$ cat src/rtl/code_lock_param.sv
`default_nettype none
// +----------------------------------------------------------------------------+
// | Module   : code_lock_param                                                 |
// | Brief    : Parametrised serial code lock with press latch, relock and      |
// |            timed lockout after repeated wrong attempts.                    |
// | Revision : 1.0 - initial release                                           |
// +----------------------------------------------------------------------------+
module code_lock_param #(
  parameter int                  CODE_LEN       = 4,
  parameter logic [CODE_LEN-1:0] CODE           = 4'b1011,
  parameter int                  MAX_FAILS      = 3,
  parameter int                  LOCKOUT_CYCLES = 16
) (
  input  logic                             clk,
  input  logic                             reset,
  input  logic                             one,
  input  logic                             zero,
  input  logic                             unlatch,
  input  logic                             relock,
  output logic                             unlock,
  output logic                             locked_out,
  output logic [$clog2(CODE_LEN+1)-1:0]    bit_count,
  output logic [$clog2(MAX_FAILS+1)-1:0]   fail_count
);

  localparam int BW = $clog2(CODE_LEN + 1);
  localparam int FW = $clog2(MAX_FAILS + 1);
  localparam int TW = (LOCKOUT_CYCLES > 1) ? $clog2(LOCKOUT_CYCLES) : 1;
  // Only the most recent CODE_LEN-1 bits ever need to be remembered.
  localparam int SW = (CODE_LEN > 1) ? CODE_LEN - 1 : 1;

  localparam logic [BW-1:0] c_last_idx  = BW'(CODE_LEN - 1);
  localparam logic [FW-1:0] c_max_fails = FW'(MAX_FAILS);
  localparam logic [TW-1:0] c_lock_init = TW'(LOCKOUT_CYCLES - 1);

  typedef enum logic [1:0] {
    ST_ENTRY   = 2'd0,
    ST_OPEN    = 2'd1,
    ST_LOCKOUT = 2'd2
  } state_t;

  state_t          r_state,      w_state_n;
  logic            r_latched,    w_latched_n;
  logic [SW-1:0]   r_shift,      w_shift_n;
  logic [BW-1:0]   r_bit_count,  w_bit_count_n;
  logic [FW-1:0]   r_fail_count, w_fail_count_n;
  logic [TW-1:0]   r_timer,      w_timer_n;
  logic            r_unlock,     w_unlock_n;
  logic            r_locked_out, w_locked_out_n;

  logic                w_accept;
  logic                w_bit;
  logic                w_last;
  logic                w_match;
  logic [FW-1:0]       w_fail_inc;
  logic [CODE_LEN-1:0] w_attempt;

  assign w_bit      = one;
  assign w_accept   = (r_state == ST_ENTRY) && !r_latched && (one || zero);
  assign w_last     = (r_bit_count == c_last_idx);
  assign w_fail_inc = r_fail_count + 1'b1;

  // Attempt as it would look once the current bit is shifted in.
  if (CODE_LEN == 1) begin : g_single
    logic w_unused_shift;
    assign w_attempt      = w_bit;
    assign w_unused_shift = ^r_shift;
  end else begin : g_multi
    assign w_attempt = {r_shift, w_bit};
  end

  assign w_match = (w_attempt == CODE);

  always_comb begin
    w_state_n      = r_state;
    w_shift_n      = r_shift;
    w_bit_count_n  = r_bit_count;
    w_fail_count_n = r_fail_count;
    w_timer_n      = r_timer;
    w_unlock_n     = r_unlock;
    w_locked_out_n = r_locked_out;
    w_latched_n    = unlatch ? 1'b0 : (w_accept ? 1'b1 : r_latched);

    case (r_state)
      ST_ENTRY: begin
        if (w_accept) begin
          w_shift_n = w_attempt[SW-1:0];
          if (w_last) begin
            w_bit_count_n = '0;
            if (w_match) begin
              w_state_n      = ST_OPEN;
              w_unlock_n     = 1'b1;
              w_fail_count_n = '0;
            end else if (w_fail_inc == c_max_fails) begin
              w_state_n      = ST_LOCKOUT;
              w_locked_out_n = 1'b1;
              w_timer_n      = c_lock_init;
              w_fail_count_n = c_max_fails;
            end else begin
              w_fail_count_n = w_fail_inc;
            end
          end else begin
            w_bit_count_n = r_bit_count + 1'b1;
          end
        end
      end

      ST_OPEN: begin
        if (relock) begin
          w_state_n  = ST_ENTRY;
          w_unlock_n = 1'b0;
          w_shift_n  = '0;
        end
      end

      ST_LOCKOUT: begin
        if (r_timer == '0) begin
          w_state_n      = ST_ENTRY;
          w_locked_out_n = 1'b0;
          w_fail_count_n = '0;
        end else begin
          w_timer_n = r_timer - 1'b1;
        end
      end

      default: begin
        w_state_n      = ST_ENTRY;
        w_unlock_n     = 1'b0;
        w_locked_out_n = 1'b0;
      end
    endcase
  end

  always_ff @(posedge clk or negedge reset) begin
    if (!reset) begin
      r_state      <= ST_ENTRY;
      r_latched    <= 1'b0;
      r_shift      <= '0;
      r_bit_count  <= '0;
      r_fail_count <= '0;
      r_timer      <= '0;
      r_unlock     <= 1'b0;
      r_locked_out <= 1'b0;
    end else begin
      r_state      <= w_state_n;
      r_latched    <= w_latched_n;
      r_shift      <= w_shift_n;
      r_bit_count  <= w_bit_count_n;
      r_fail_count <= w_fail_count_n;
      r_timer      <= w_timer_n;
      r_unlock     <= w_unlock_n;
      r_locked_out <= w_locked_out_n;
    end
  end

  assign unlock     = r_unlock;
  assign locked_out = r_locked_out;
  assign bit_count  = r_bit_count;
  assign fail_count = r_fail_count;

endmodule
`default_nettype wire

$ cat config.mk
export PLATFORM = sky130hd
export DESIGN_NAME = code_lock_param
export DESIGN_NICKNAME = d
export VERILOG_FILES = /design/src/rtl/code_lock_param.sv
export SDC_FILE = /design/constraint.sdc
export NUM_CORES = 1
export LEC_CHECK = 0
export CORE_ASPECT_RATIO = 1.4
export CORE_MARGIN = 2
export CORE_UTILIZATION = 47
export CTS_CLUSTER_SIZE = 25
export DETAILED_ROUTE_END_ITERATION = 8
export PLACE_DENSITY = 0.73
export SLEW_MARGIN = 20
export SYNTH_ARGS = -nofsm -noshare
export SYNTH_HDL_FRONTEND = slang
export SYNTH_SLANG_ARGS = --single-unit
$ cat constraint.sdc
create_clock -name clk -period 1.6 [get_ports clk]
set_input_delay 0.48 -clock clk [delete_from_list [all_inputs] [get_ports clk]]
set_output_delay 0.48 -clock clk [all_outputs]
set_load 0.1 [all_outputs]
Word-level counts from Yosys, hierarchy flattened
Cells that the tools add are included.
{"block": "word_totals", "mem_bits_ro": 0, "wordCells": 78, "latchBits": 0, "memories": 0, "ram_bits": 0, "ff_bits": 17, "in_bits": 6, "output_inout_bits": 7}
{"block": "op_classes", "n_bitwise": 2, "muxes": 35, "div_mod_pow": 0, "n_addsub": 3, "order_cmp": 0, "eq_ne": 14, "n_reduce_logical": 16, "multipliers": 0, "n_shift": 0}
{"op": "2-bit 2-to-1 mux", "count": 10}
{"op": "4-bit 2-to-1 mux", "count": 5}
{"op": "2-bit != test, second input constant", "count": 7}
{"op": "6-bit AND reduction", "count": 2}
{"op": "1-bit 2-to-1 mux", "count": 11}
{"op": "5-bit AND reduction", "count": 2}
{"op": "3-bit 2-to-1 mux", "count": 3}
{"op": "4-bit one-hot mux with 2 select lines", "count": 1}
{"op": "1-bit one-hot mux with 3 select lines", "count": 2}
{"op": "2-bit one-hot mux with 3 select lines", "count": 1}
{"op": "3-bit one-hot mux with 2 select lines", "count": 1}
{"op": "2-bit nonzero test", "count": 3}
{"op": "2-bit equality test, second input constant", "count": 2}
{"op": "4-bit equality test, second input constant", "count": 1}
{"op": "4-bit zero test", "count": 1}
{"op": "2-bit one-hot mux with 2 select lines", "count": 1}
{"op": "4-bit AND reduction", "count": 1}
{"op": "4-bit by 1-bit subtractor with 4-bit output, second input constant", "count": 1}
{"op": "3-bit by 1-bit adder with 3-bit output, second input constant", "count": 1}
{"op": "3-bit by 2-bit equality test with 1-bit output, second input constant", "count": 1}
{"op": "3-bit by 2-bit != test with 1-bit output, second input constant", "count": 1}
{"op": "3-bit AND reduction", "count": 1}
{"op": "2-bit by 1-bit adder with 2-bit output, second input constant", "count": 1}
{"op": "2-bit by 1-bit equality test with 1-bit output, second input constant", "count": 1}
{"op": "7 further kinds", "count": 9}

Depth between registers and ports, before layout
{"block": "logic_depth", "word_depth": 7, "ltp_mapped": 7, "mapped_depth_nobuf": 6}

Worst setup path before layout
No wires, ideal clock.
{"block": "synth_path", "path_type": "reg2reg", "startpoint": "register r_bit_count[0] (netlist: bit_count[0])", "endpoint": "register r_timer[0]", "setup_ns": 0.094, "period_less_slack_ns": 2.306, "stages_incl_launch_ff": 6, "required_time_ns": 1.506, "path_slack_ns": -0.706, "t_arrival_ns": 2.212, "path_buffers": 0, "path_cell_list": "dfrtp_1 > ha_1 > or3b_4 > nor4_4 > nand4_4 > a221oi_2"}
{"block": "synth_between", "elab_chain_cells": 3}
{"element": "start, declared", "line_no": "45", "source": "logic [BW-1:0] r_bit_count, w_bit_count_n;"}
{"element": "start signal, assigned", "line_no": "148", "source": "r_bit_count <= w_bit_count_n;"}
{"element": "3-bit by 2-bit equality test with 1-bit output", "line_no": "60", "source": "assign w_last = (r_bit_count == c_last_idx);"}
{"element": "2-bit != test (no source line)"}
{"element": "6-bit AND reduction (no source line)"}
{"element": "end signal, assigned", "line_no": "150", "source": "r_timer <= w_timer_n;"}
{"element": "end, declared", "line_no": "47", "source": "logic [TW-1:0] r_timer, w_timer_n;"}
No other way between the ends.
A chain may end at the register's enable or synchronous reset.

Worst setup path in the final report
Same ends and word-level chain as after synthesis.

==> flow_summary.ini <==
[setup_path]
crit_path_start = bit_count[0]
rr_startpoint = bit_count[0]
reg2reg_setup_slack_ps = -60
cp_top_family = simple AND/OR/NAND/NOR gates
worstSetupPathType = reg -> reg
crit_arrival_ps = 1870
crit_required_ps = 1810
path_cells = ha_4 > or3b_4 > nor4_4 > nand4_4 > a221oi_2
cp_max_fo = 5
crit_path_start_kind = register
cp_slowest_cell = dfrtp_4
worst-path-buf-inv = 0
critical-path-max-stage-delay_ps = 440
cp-end-kind = register

[synthesis]
syn_area_um2 = 904.6
synth_edf_count = 0
synth-seq-area-share_pct = 47.03
syn_nets = 98
synthArstFlopShare_pct = 100.0
yosysTopAreaCell = dfrtp_1
synth_most_common_cell = dfrtp_1
synthCells = 89
synthFlopType = dfrtp_1
synth_top_area_share_pct = 47.03
synth_area_leaders = dfrtp_1, nand2_1, nor4_4
synth_warnings = 0
syn_area_per_cell_um2 = 10.16
synth_commonest_cells = dfrtp_1, nand2_1, inv_1, o21ai_0
synth_cell_type_count = 30
ys_seq_elements = 17

[power_and_ir_drop]
vdd_drop_max_mv = 1.808
p_seq_share_pct = 29.9
p_per_area_nw_per_um2 = 2062
p_comb_share_pct = 61.2
leakagePower_nw = 0.5711
switching_share_pct = 47.23
netSwitchingPower_w = 0.001261
clockPowerShare_pct = 8.9
p_int_w = 0.001409

[detailed_routing]
wirelength_um = 2071
drt_iter0_drc = 10
drc = 0
vias = 766
drt_pass1_iterations = 3
ant_nets = 0
vias_per_cell = 5.511
avgRoutedWirePerCell_um = 14.90

[floorplanning]
die-area_um2 = 2297
coreArea_um2 = 1779
die_h_um = 55.91
rows = 18
io_pins = 13
die_x_um = 41.08
start_util_pct = 50.84

[global_routing]
overflow = 0
grt_max_degree = 18
grt_pass1_vias = 778
grt_pass1_wl_um = 3374
track_usage_pct = 21.56
grt_antenna_before_repair = 0

[sta]
hold_violations = 0
worst_slew_pin_slew_ps = 411.1
finalSetupViolCount = 5
rsz0062_at_grt = yes
skew_ps = 8.503
slew_headroom_pct = 72.59
maxSlewViolCount = 0
max_freq_mhz = 601.6
setup_ws_ps = -62.23
whs_ps = 496.2
final.period_utilization_pct = 103.9
post-route-min-period_ps = 1662

[finish]
nets = 129
syn_to_final_growth_pct = 43.15
drive_gt1_share_pct = 38.66
n_antenna_cell = 0
n_fill_cell = 128

[clocking]
cts-buffers-inserted = 3
cts_root_buf = clkbuf_4
htreeDepth = 1
clkTransAtPathRegs_ps = 100
cts_tree = done
clock_path_buffers = 2
clock-sinks = 17
clock_latency_ps = 300

[placed_design]
post-place-ws_ps = -335.1
gp_congestion = 0.8362
dp.final_hpwl_um = 1578
portBuffers = 12

[status]
violations = setup timing
status = complete, but fails checks

[worst_hold_path]
worstHoldPathType = in -> async

[job]
cap_violations = 0
[timing repair]
item,4_1_cts,5_1_grt
buffers inserted,1,1
hold buffers,0,0
gates resized for setup,5,1
pin swaps,2,1
setup endpoints to repair,5,12
[metrics by stage]
step / total power (W) / area [um^2] / setup TNS, ps / utilization, % / cells
finish: 0.002671 / 1295 / -195.5 / 72.78 / 139
global route: 0.002815 / 1295 / -653.7 / 72.78 / 139
CTS: 0.002660 / 1285 / -242.9 / 72.22 / 138
detailed placement: 0.002398 / 1231 / -3810 / 69.20 / 133
global placement: 0.002345 / 1231 / -3093 / 69.20 / 133
floorplan: 0.001747 / 928.4 / -1200 / - / 89
[per-layer routing]
layer,global-route usage (%),wire length (um),up-vias
met3,4.800,43,5
li1,-,-,376
met4,8.571,38,0
met5,0,0,-
met2,35.71,1192,10
met1,24.87,797,375
[cell families (layout without fill, tap and decap cells)]
| logic type | after synthesis | after routing | synth area share (%) |
|---|---|---|---|
| AOI/OAI and AO/OA | 20 | 20 | 14.39 |
| adders and majority gates | 3 | 3 | 4.150 |
| buffers and inverters | 12 | 42 | 6.500 |
| DFF | 17 | 17 | 47.03 |
| muxes | 3 | 3 | 3.596 |
| and+or+nand+nor | 34 | 34 | 24.35 |
[area by class of cell]
| type | instances | area, um^2 | share of cell area [%] |
|---|---|---|---|
| clock buffers | 4 | 26.28 | 2.029 |
| multi-input cells | 60 | 455.4 | 35.17 |
| inverters | 9 | 33.78 | 2.609 |
| repair buffers | 29 | 317.8 | 24.54 |
| flip-flops and latches | 17 | 436.7 | 33.72 |
| well taps | 20 | 25.02 | 1.932 |
[worst paths after layout]
check | cells after the start | endpoint
worst max register to register | 5 | r_timer[0]
worst min-delay path | 2 | fail_count[1]
max in group asynchronous | 2 | bit_count[0]
worst max-delay path | 5 | r_timer[0]
worst min register to register | 2 | r_shift[1]
min in group clk | 2 | r_shift[1]
[layout by cell type, fill, tap and decap left out, types with 4 or more instances in the layout]
cell	instances
nand3_1	4
inv_1	9
o21ai_0	6
buf_12	7
nor2_1	4
nand2_1	13
buf_4	17
dfrtp_1	12
clkdlybuf4s50_1	5
[power by group through the flow]
stage	Clock [W]	Sequential, W	Combinational (W)
floorplan	0	0.00124	0.000506
global placement	0	0.000789	0.00156
detailed placement	0	0.000803	0.00160
CTS	0.000232	0.000798	0.00163
global route	0.000255	0.000821	0.00174
finish	0.000236	0.000799	0.00163
[registers in the layout (all words and copies together), names as in the netlist]
register,cells
bit_count,3
locked_out,1
fail_count,2
r_state,2
r_timer,4
unlock,1
r_latched,1
r_shift,3
(Power assumes the default switching activity.)
